<file path="src/rtl/fetch_unit.sv">
// rtl/fetch_unit.sv - ARMv4 instruction fetch stage with prefetch queue and redirect flush
module fetch_unit #(
    parameter int             BUS      = 32,
    parameter int             DEPTH    = 4,
    parameter logic [BUS-1:0] RESET_PC = '0
) (
    input  logic           clk,
    input  logic           reset,
    output logic [BUS-1:0] imem_addr,
    input  logic [BUS-1:0] imem_data,
    output logic [BUS-1:0] instr,
    output logic [BUS-1:0] instr_pc,
    output logic [BUS-1:0] instr_pc8,
    output logic           instr_valid,
    input  logic           decode_ready,
    input  logic           redirect_valid,
    input  logic [BUS-1:0] redirect_pc
);
    localparam int PW = $clog2(DEPTH);
    localparam int CW = PW + 1;

    typedef enum logic [1:0] {ST_BOOT, ST_RUN, ST_FLUSH} state_t;

    state_t         r_state, w_state_nxt;
    logic [BUS-1:0] r_pc, w_pc_nxt;
    logic [BUS-1:0] r_if_addr;
    logic           r_inflight, r_discard;
    logic [CW-1:0]  r_count, w_count_nxt;
    logic [PW-1:0]  r_head, r_tail;
    logic [BUS-1:0] r_q_data [DEPTH];
    logic [BUS-1:0] r_q_pc   [DEPTH];

    logic           w_issue, w_push, w_pop;
    logic [CW-1:0]  w_occupancy;

    always_ff @(posedge clk) begin
        if (!reset) begin
            r_state <= ST_BOOT;
        end else begin
            r_state <= w_state_nxt;
        end
    end

    // Occupancy counts the in-flight read so a returning word always has a free slot.
    always_comb begin
        w_state_nxt = r_state;
        w_pc_nxt    = r_pc;
        w_count_nxt = r_count;
        w_issue     = 1'b0;
        w_push      = 1'b0;
        w_pop       = 1'b0;
        w_occupancy = r_count + CW'(r_inflight);
        case (r_state)
            ST_BOOT:  w_state_nxt = ST_RUN;
            ST_RUN:   w_state_nxt = redirect_valid ? ST_FLUSH : ST_RUN;
            ST_FLUSH: w_state_nxt = redirect_valid ? ST_FLUSH : ST_RUN;
            default:  w_state_nxt = ST_BOOT;
        endcase
        if (redirect_valid) begin
            w_pc_nxt    = redirect_pc & ~BUS'(3);
            w_count_nxt = '0;
        end else begin
            w_issue = (r_state == ST_RUN) && (w_occupancy < CW'(DEPTH));
            w_push  = r_inflight && !r_discard;
            w_pop   = instr_valid && decode_ready;
            if (w_issue) begin
                w_pc_nxt = r_pc + BUS'(4);
            end
            w_count_nxt = r_count + CW'(w_push) - CW'(w_pop);
        end
    end

    always_ff @(posedge clk) begin
        if (!reset) begin
            r_pc       <= RESET_PC & ~BUS'(3);
            r_if_addr  <= '0;
            r_inflight <= 1'b0;
            r_discard  <= 1'b0;
            r_count    <= '0;
            r_head     <= '0;
            r_tail     <= '0;
            for (int i = 0; i < DEPTH; i++) begin
                r_q_data[i] <= '0;
                r_q_pc[i]   <= '0;
            end
        end else begin
            r_pc       <= w_pc_nxt;
            r_count    <= w_count_nxt;
            r_inflight <= w_issue;
            if (w_issue) begin
                r_if_addr <= r_pc;
            end
            if (redirect_valid) begin
                r_discard <= r_inflight;
                r_head    <= '0;
                r_tail    <= '0;
            end else begin
                r_discard <= 1'b0;
                if (w_push) begin
                    r_q_data[r_tail] <= imem_data;
                    r_q_pc[r_tail]   <= r_if_addr;
                    r_tail           <= r_tail + PW'(1);
                end
                if (w_pop) begin
                    r_head <= r_head + PW'(1);
                end
            end
        end
    end

    assign imem_addr   = r_pc;
    assign instr       = r_q_data[r_head];
    assign instr_pc    = r_q_pc[r_head];
    assign instr_pc8   = instr_pc + BUS'(8);
    assign instr_valid = (r_count != '0);

endmodule

</file>
<file path="config.mk">
export PLATFORM = sky130hd
export DESIGN_NAME = fetch_unit
export DESIGN_NICKNAME = d
export VERILOG_FILES = /design/src/rtl/fetch_unit.sv
export SDC_FILE = /design/constraint.sdc
export NUM_CORES = 1
export LEC_CHECK = 0
export BUFFER_PORTS_ARGS = -buffer_cell sky130_fd_sc_hd__buf_4
export CORE_MARGIN = 2
export CORE_UTILIZATION = 25
export CTS_CLUSTER_DIAMETER = 50
export DETAILED_ROUTE_END_ITERATION = 8
export PLACE_DENSITY = 0.48
export SYNTH_ARGS = -nofsm -noshare
export SYNTH_HDL_FRONTEND = slang
export SYNTH_SLANG_ARGS = --single-unit
export TNS_END_PERCENT = 10
</file>
<file path="constraint.sdc">
create_clock -name clk -period 10.4 [get_ports clk]
set_input_delay 2.6 -clock clk [delete_from_list [all_inputs] [get_ports clk]]
set_output_delay 2.6 -clock clk [all_outputs]
set_load 0.03 [all_outputs]
</file>
Word-level counts from Yosys, hierarchy flattened
Memories as Yosys holds them, arrays and structs flattened. A register that Yosys moved wholly into a read port is not among the register bits.
Index checks and enable logic that the tools add are counted.
{"block": "op_classes", "addsub": 7, "n_lt_le_gt_ge": 1, "eq_ne": 2, "mux": 22, "n_bitwise": 1, "reduce_logical": 12}
{"operator": "two-way mux 32 bit", "count": 4}
{"operator": "OR reduction 32 bit", "count": 2}
{"operator": "adder 32 x 3 -> 32 bit, second input constant", "count": 1}
{"operator": "adder 32 x 4 -> 32 bit, second input constant", "count": 1}
{"operator": "two-way mux 2 bit", "count": 7}
{"operator": "two-way mux 1 bit", "count": 10}
{"operator": "adder 3 x 1 -> 3 bit", "count": 2}
{"operator": "adder 2 x 1 -> 2 bit, second input constant", "count": 2}
{"operator": "case mux 2 bit (2 select lines)", "count": 1}
{"operator": "OR reduction 2 bit", "count": 2}
{"operator": "logical AND 1 bit", "count": 3}
{"operator": "< comparator 3 bit, second input constant", "count": 1}
{"operator": "nonzero test 3 bit", "count": 1}
{"operator": "subtractor 3 x 1 -> 3 bit", "count": 1}
{"operator": "== test 2 x 1 -> 1 bit, second input constant", "count": 1}
{"operator": "== test 2 bit, second input constant", "count": 1}
{"operator": "zero test 2 bit", "count": 1}
{"operator": "AND reduction 2 bit", "count": 1}
{"operator": "nonzero test 2 bit", "count": 1}
{"operator": "zero test 1 bit", "count": 1}
{"operator": "inverter 1 bit", "count": 1}
{"block": "totals", "register_bits": 75, "ram_bits": 256, "wordCells": 56, "n_memories": 2}
{"memory": "r_q_data", "words": 4, "width": 32, "rd": 1, "rd_clocked_by_memory_dff": 1, "write_ports": 4, "line": "30", "text": "logic [BUS-1:0] r_q_data [DEPTH];"}
{"memory": "r_q_pc", "words": 4, "width": 32, "rd": 1, "rd_clocked_by_memory_dff": 1, "write_ports": 4, "line": "31", "text": "logic [BUS-1:0] r_q_pc [DEPTH];"}

Depth between registers and ports, before layout
Gate-level depths: netlist of run 1.
{"block": "depth", "ltp_word": 9, "mapped_depth": 9}

Worst setup path before layout of run 1
No wires, ideal clock.
{"block": "synth_timing", "path_kind": "in2reg", "start": "input port redirect_valid", "end": "memory r_q_data[2][0] (enable)", "setup_time_ps": 574, "arrival_ps": 7630, "setup_slack_ps": 2196, "stages": 3, "path_buffers": 2, "path_cell_list": "clkbuf_1 clkbuf_1 o31ai_1"}
{"element": "start, declared", "line": "16", "text": "input logic redirect_valid,"}
{"element": "end, declared", "line": "30"}

==> summary by stage, run 1 <==
Global route
The via count of the first global-routing pass is 9650. Global routing consumed, over all layers together, 13.2% of the routing resources. The initial antenna violation count was 0. The total global routing overflow is 0. The wire length of the first global-routing pass is 59700 um. Entering global routing, the biggest net connects 72 pins.

Clocking
The clock-pin slew of the registers on the worst-case setup and hold paths is 60 ps. For this design, the sink count on the clock tree is 321. The number of hold-repair buffers added at the cts stage is 0.

The post-CTS setup-driven buffer insertion count is 0. The clock reaches the later pin of the worst-skew pair after 570 ps. Clock tree synthesis selected as its root buffer the cell clkbuf_16. Post-CTS repair changed the size of 0 cells. Counting the buffers created by CTS gives 45. The TritonCTS clock tree is yes.

The deepest level of the CTS H-tree is 2. No sink is reached through more buffers than the 3 on the longest clock path.

Timing
The actual transition at the worst max-transition pin is 1140 ps. Subtracting the final worst setup slack from the clock period gives 6550 ps. The final number of setup-violating endpoints is 0.

Headroom to the max-slew limit came out at 24.2%. The worst hold slack across all endpoints is 502 ps. The setup TNS after final layout is 0 ps. The final critical path takes up 62.9% of the cycle.

Across all setup checks in the final design, the least slack found is 3850 ps. The final-report max-slew violation count is 0. The achievable clock frequency is 0.153 GHz. The final-report hold violation count is 0. Setup repair after global routing left no endpoint under its margin. The final worst clock skew is 15.0 ps.

Route
The remaining number of nets flagged by the antenna check after routing is 0. The sum of routed wire length over all layers is 39500 um. The detailed router placed 9298 vias in this run.

Using the TritonRoute via totals, the vias-per-cell ratio works out to 4.40. The total iterations of the first detailed-routing run is 4. In the routed design, unresolved DRC markers number 0. Dividing the detail-routed wire length by the instance count gives 18.7 um. After the first detailed-routing iteration, the DRC count stood at 437.

Synth
The synthesized netlist devotes 4.29% of its cell area to compound gates. The library cell occupying the most area in the post-synthesis netlist is edfxtp_1. Multiplexer cells account for 9.79% of the synthesized area. Of the total synthesized cell area, the portion taken by AND, OR, NAND and NOR gates is 16.4%.

The fraction of synthesized cell area taken by the top area cell type is 51.7%. Sorting the synthesized cells by area gives the leading types as edfxtp_1 52%, dfxtp_1 10%, mux4_2 9.5%. Of all flip-flops after synthesis, the portion carrying an async set or reset was 0%. The average cell area after synthesis is 12.8 um2. After synthesis, the netlist uses 51 different library cells. The predominant post-synthesis flop cell is edfxtp_1. The cell area after synthesis is 14400 um2. Yosys mapped a number of flops with a built-in enable equal to 248. The share of the yosys chip area belonging to registers is 61.8%. The XOR/XNOR share of the synthesized area is 3.04%. The post-synthesis register bit count is 321. The gate count of the mapped netlist is 1130. During synthesis, Yosys emitted a total of 0 warnings. After synthesis, the largest family of logic cells by area is simple AND/OR/NAND/NOR gates. After Yosys synthesis, full adders, half adders and majority gates account for 0.747% of the synthesized area.

Pwr
IR analysis of the VDD net gives a maximum drop of 0.0000942 V. The register share of total power is 45.6%. Of the total power, combinational logic draws 7.9%. The analysis attributes to cell leakage a power of 6.74 nW.

The power share of the clock group is 46.5%. The design draws 3.20 mW. Dividing total power by cell area gives a power density of 177 nW/um2. Summed over all nets, the switching power comes to 803 uW.

The design internal power is 2.39 mW. In this run switching power makes up 25.1% of total power.

Final layout
Leaving out filler cells and counting taps, the final layout contains 2113. The library cells used most frequently in the layout, excluding fill and tap cells, are 248 x edfxtp_1, 205 x buf_4, 122 x nor2_1. The fraction of layout cells with a size suffix above 1 is 26.7%. Compared with the post-synthesis result, the final layout area differs by 25.6%.

The library cell used most frequently in the layout, excluding fill and tap cells, is edfxtp_1. The number of inserted diodes is 0. The final layout contains 1387 nets. For this run, the share of the core covered by cells in the final layout is 31.5%. The final design area excluding fillers is 18100 um2.

Die
The floorplan die height is 244 um. The floorplan step defined a core boundary enclosing 57400 um2. The die width is 244 um. The die footprint is 59600 um2.

The number of I/O pins is 197. In this run the core area contains 88 standard-cell rows. The initial core utilization is 25.1%.

Setup path
The setup path with the least slack is of type flop to output port. The worst setup path is captured at an output port. The worst-path maximum fanout is 44.

The required time at the worst-slack endpoint is 7800 ps. The kind of start point of the critical path is a flop. The critical path arrival is 3950 ps.

Placement
In this run the tool buffered the top-level ports with 188 buffer cells. The count of placed standard cells including taps is 2029. OpenSTA, run right after detailed placement, puts the worst setup slack at 4260 ps. The area after detailed placement is 16600 um2.

At the end of routability-driven placement, the weighted congestion stood at 0.717. The detailed placer's ending HPWL is 25000 um.

Worst hold path
The type of the most critical hold path is flop to flop.

Status
The flow ran to the end, and the final reports show no timing, DRC or antenna violations.

Run
Across the run, the number of max-cap violations was 0.
sequential cells by signal, summed over array words and instances, names as in the netlist, named ones only:
signal and cells:
r_q_data 128, r_q_pc 120, imem_addr 30, r_if_addr 30, r_count 3, r_head 2
r_state 2, r_tail 2, r_discard 1, r_inflight 1
critical path, stage by stage (launching register included):
cell     delay, ps
dfxtp_4        620
buf_4          840
mux4_2         510
nand3_2        190
nor4_4         600
nand4_1        200
xnor2_1        200
buf_4          190
cells in the mapped netlist, types with 2 or more instances:
master,number
dfxtp_1,73
mux4_2,61
buf_6,2
o31ai_1,2
o211a_1,3
nand3_2,2
and4_1,6
nor3b_1,6
or4_1,5
and2_1,116
o21ai_0,30
edfxtp_1,248
xnor2_1,38
ha_1,7
nand3_1,26
nand2_1,115
a21oi_1,15
buf_2,8
clkbuf_1,53
nand4_4,2
nand4_1,11
nand2b_1,6
buf_1,4
nor3_1,11
o211ai_1,2
xor2_1,12
a21boi_0,30
nor4_1,10
a31oi_1,4
nor2_1,127
a211oi_1,8
o2111ai_1,2
and3_1,5
or3_1,3
nor4_4,2
buf_4,7
inv_1,50
nor2b_1,5
layer usage:
metal,vias up,track usage [%],part of all wire (%)
met4,0,2.82,1.5
met5,-,0,0
met3,42,3.65,6.0
met1,4639,16.5,43
met2,230,22.8,49
li1,4387,-,-
kinds of logic (layout without fill, tap and decap cells):
logic type,Yosys count,after routing
flip-flops,321,321
XOR/XNOR,50,50
buffers and inverters,127,340
multiplexers,63,63
AND/OR/NAND/NOR,463,463
other,1,6
AO/OA/AOI/OAI,97,97
adder cells (fa/ha/maj),8,8
worst paths after layout:
kind,start,to,slack (ps),depth (start not counted)
max,flop,instr_pc8[27],3850,7
min,r_if_addr[11],r_if_addr[11],500,2
max reg2reg,r_tail[1],r_q_data[0][27],7480,4
min reg2reg,r_if_addr[11],r_if_addr[11],500,2
power groups by stage:
stage | combinational [mW] | clock, mW | sequential (mW)
3_3_place_gp | 0.257 | 0 | 1.48
5_1_grt | 0.272 | 1.58 | 1.46
3_5_place_dp | 0.258 | 0 | 1.49
2_1_floorplan | 0.141 | 0 | 1.49
6_report | 0.253 | 1.48 | 1.46
4_1_cts | 0.258 | 1.53 | 1.46
final cells by class:
cell class	instances	area, um2
clock inverters	35	302
inverters	51	191
clock buffers	49	1160
well taps	765	957
fillers	5713	39300
flip-flops and latches	321	8920
repair buffers	205	1540
multi-input cells	687	5030
Note: power is estimated with default switching activity, not from simulation.
==> run 2, diff against run 1 <==
--- a/config.mk
+++ b/config.mk
@@ -5,6 +5,7 @@
 export SDC_FILE = /design/constraint.sdc
 export NUM_CORES = 1
 export LEC_CHECK = 0
+export ABC_AREA = 1
 export BUFFER_PORTS_ARGS = -buffer_cell sky130_fd_sc_hd__buf_4
 export CORE_MARGIN = 2
 export CORE_UTILIZATION = 25
==> constraint.sdc (replaced) <==
create_clock -name clk -period 6.6 [get_ports clk]
set_input_delay 1.65 -clock clk [delete_from_list [all_inputs] [get_ports clk]]
set_output_delay 1.65 -clock clk [all_outputs]
set_load 0.03 [all_outputs]
==> summary by stage, run 2 <==
Clocking
The number of clock buffers inserted by TritonCTS was 44 (-2.2%). The clock network latency to the later pin of the worst-skew pair is 550 ps (-20 ps). The buffer levels on the longest clock path came to 3 (unchanged). The post-CTS setup-driven buffer insertion count is 0 (unchanged). The clock tree root driver cell is clkbuf_16. The deepest level of the CTS H-tree came to 2 (unchanged). The total number of clock tree sinks is 321 (unchanged). The clock-pin slew of the registers on the worst-case setup and hold paths came to 60 ps (about the same). TritonCTS built the clock tree. The number of resized instances in the post-cts repair step is 0 (unchanged). The number of hold-repair buffers added at the cts stage is 0 (unchanged).

Die
The die footprint is 66400 um2 (+11%). The floorplan die height is 258 um (+5.6%). The number of I/O pins is 197 (unchanged). The die width is 258 um (+5.6%). The number of core rows is 93 (+5.7%). The total core area is 64000 um2 (+12%). The initial core utilization was 25.1% (+0.030 points).

Timing
Setup repair after global routing left no endpoint under its margin. The final number of setup-violating endpoints is 0 (unchanged). The worst relative slew slack is 28.6% (+4.3 points). The final worst clock skew is 22.0 ps (+7.02 ps). Static timing analysis puts the maximum clock frequency at 0.182 GHz. The final-report hold violation count is 0 (unchanged). The final-report max-slew violation count is 0 (unchanged). The final period utilization is 83.4%. The actual transition at the worst max-transition pin is 1070 ps (-64.7 ps). The worst path needs 5500 ps of the cycle, external delays included.

Setup path
The kind of cell adding the most delay to the critical path is simple AND/OR/NAND/NOR gates. The kind of start point of the critical path is a flop. The logic depth of the worst setup path including buffers is 9 (+2). The reg-to-reg endpoint is r_q_data[1][17]. The count of buffer and inverter cells on the critical path is 2 (unchanged). The worst register-to-register path begins at r_inflight. The signal on the critical path passes through buf_4, nand3_1, nand2_1, ha_1, nand2_1, nor2_2, nand2_1, xor2_1, buf_4. The worst-path maximum fanout came to 47 (+6.8%).

In this design, the critical path's most frequently occurring cell is nand2_1. The required time at the worst-slack endpoint is 4950 ps (-2850 ps). The worst setup path endpoint is instr_pc8[17]. For this design, the slowest cell found on the critical path is dfxtp_2. The number of cells on the worst reg-to-reg path was 9 (+5). The critical path start-end classification is flop to output port. The worst setup slack for register-to-register paths was 3720 ps (-3760 ps). The maximum single-stage delay on the critical path came to 890 ps (+50 ps).

The critical path arrival is 3850 ps (-100 ps). The worst setup path is captured at an output port.

Pwr
The maximum resistive drop on vdd is 0.000156 V (+65%). The total design power is 5.00 mW (+56%). The total power divided by cell area is 255 nW/um2 (+44%). The leakage power came to 8.12 nW (+21%).

Final layout
In the layout the commonest cells are 520 x nand2_1, 437 x nor2_1, 248 x edfxtp_1. The fraction of layout cells with a size suffix above 1 is 14.4% (-12 points). The area of the multi-input gates is 5890 um2 (+17%).

The area growth from synthesis to layout is 21.7%. Counting flops per register, the top entry is r_q_data. The utilization after layout is 30.6% (-0.95 points). Leaving out fill and tap cells, the most frequent cell in the layout is nand2_1.

The largest registers in the layout are r_q_data: 128 flops, r_q_pc: 120 flops. The count of nets after finishing was 2214 (+60%). The total area of sequential cells is 8910 um2 (about the same).

The number of inserted filler cells in the final layout is 6878 (+20%). The number of inserted diodes is 0 (unchanged). The number of flip-flops under the largest register name came to 128 (unchanged).

Placement
The number of port buffers was 188 (unchanged). The detailed placer's ending HPWL is 32200 um (+29%). The final weighted congestion in routability-driven placement is 0.851 (+19%).

Route
The vias per cell is 4.40 (about the same). The remaining number of nets flagged by the antenna check after routing came to 0 (unchanged). The total iterations of the first detailed-routing run is 5 (+1). The sum of routed wire length over all layers is 51100 um (+29%). The violation count after the first detailed-routing iteration was 742 (+70%). The detailed-route via count is 13300 (+43%). The final routed DRC violation total came to 0 (unchanged). The post-detailed-route wirelength per cell is 16.9 um (-9.6%).

Worst hold path
The type of the most critical hold path is flop to flop. The cell depth of the worst hold path was 2 (unchanged).

Global route
The initial antenna violation count was 0 (unchanged). The via count of the first global-routing pass was 13300 (+38%). The overall fraction of global-route tracks in use was 15.3% (+2.1 points). The maximum number of pins on one net before global-route repair is 63 (-13%). The total global routing overflow is 0 (unchanged). The wire length of the first global-routing pass is 78700 um (+32%).

Synth
After synthesis, the most frequently instantiated cells are 524 x nand2_1, 437 x nor2_1, 248 x edfxtp_1. The fraction of synthesized cell area taken by the top area cell type is 46.3% (-5.4 points). The library cell occupying the most area in the post-synthesis netlist is edfxtp_1. The number of distinct standard cells referenced by the synthesized netlist is 40 (-22%). Among all cell types in the netlist, the one instantiated most often is nand2_1. The synthesis warning total is 0 (unchanged).

By area the synthesized netlist is led by edfxtp_1 46%, nand2_1 12%, nor2_1 10%. The proportion of register bits with asynchronous set or reset after synthesis is 0% (unchanged). The cell area after synthesis is 16100 um2 (+12%). The gate count of the mapped netlist was 1979 (+75%).

The share of the yosys chip area belonging to registers is 55.3% (-6.5 points). The post-synthesis register bit count is 321 (unchanged). The average cell area after synthesis is 8.13 um2 (-36%).

The number of flops mapped to enable cells by yosys was 248 (unchanged). The predominant post-synthesis flop cell is edfxtp_1.

Run
The number of max-capacitance violations reported is 0 (unchanged).

Status
The flow ran to the end, and the final reports show no timing, DRC or antenna violations.
-- run 2: changes by cell type after synthesis, sizes merged, moves of 36 or more --
cell,previous run,this run
o21ai,31,106
and2,116,0
nand3,29,112
nand2,115,534
xnor2,38,2
mux4,62,0
nor2,127,461
inv,51,225
-- run 2: logic make-up after synthesis --
family / Yosys count / share of synthesized area [%]
AO/OA/AOI/OAI: 165 / 5.61
XOR/XNOR: 24 / 1.31
adder cells (fa/ha/maj): 8 / 0.669
buffers and inverters: 324 / 8.50
flip-flops: 321 / 55.3
other: 1 / 0.0233
AND/OR/NAND/NOR: 1136 / 28.5
-- run 2: worst min-delay path: stages, from the launching register on --
cell	delay, ps
dfxtp_1	310
inv_1	70
nor2_1	40
-- run 2: metal layers --
layer | track usage [%] | part of all wire (%) | up-vias
met5 | 0 | 0 | -
met4 | 4.35 | 2.3 | 0
met3 | 2.12 | 4.6 | 71
met2 | 26.2 | 48 | 317
met1 | 20.1 | 45 | 6290
li1 | - | - | 6629
-- run 2: worst min-delay path by stage --
stage,slack [ps],endpoint,from
2_1_floorplan,430,r_discard,r_inflight
3_3_place_gp,450,r_discard,r_inflight
3_5_place_dp,460,flop,r_head[1]
4_1_cts,470,r_discard,r_inflight
5_1_grt,490,r_discard,r_inflight
6_report,460,r_discard,r_inflight
-- run 2: stage by stage --
step                instances  worst slack (ps)  hold slack, ps  setup TNS [ps]  cell area (um2)
floorplan                1984              -680             431         -114960            16100
global placement         2947              1600             451               0            18300
detailed placement       2947              1580             457               0            18300
CTS                      3024               964             466               0            19600
global route             3024               826             494               0            19600
finish                   3024              1100             461               0            19600
-- run 2: area by class of cell --
cell class | count | area share, %
Clock buffer | 57 | 5.87
Sequential cell | 321 | 45.5
Clock inverter | 20 | 0.824
Tap cell | 855 | 5.46
Timing Repair Buffer | 204 | 7.88
Inverter | 228 | 4.38
Multi-Input combinational cell | 1339 | 30.1
-- run 2: power breakdown --
group	internal, mW	switching [mW]	total (mW)
combinational	0.152	0.351	0.503
clock	1.28	0.909	2.18
sequential	2.26	0.0462	2.31
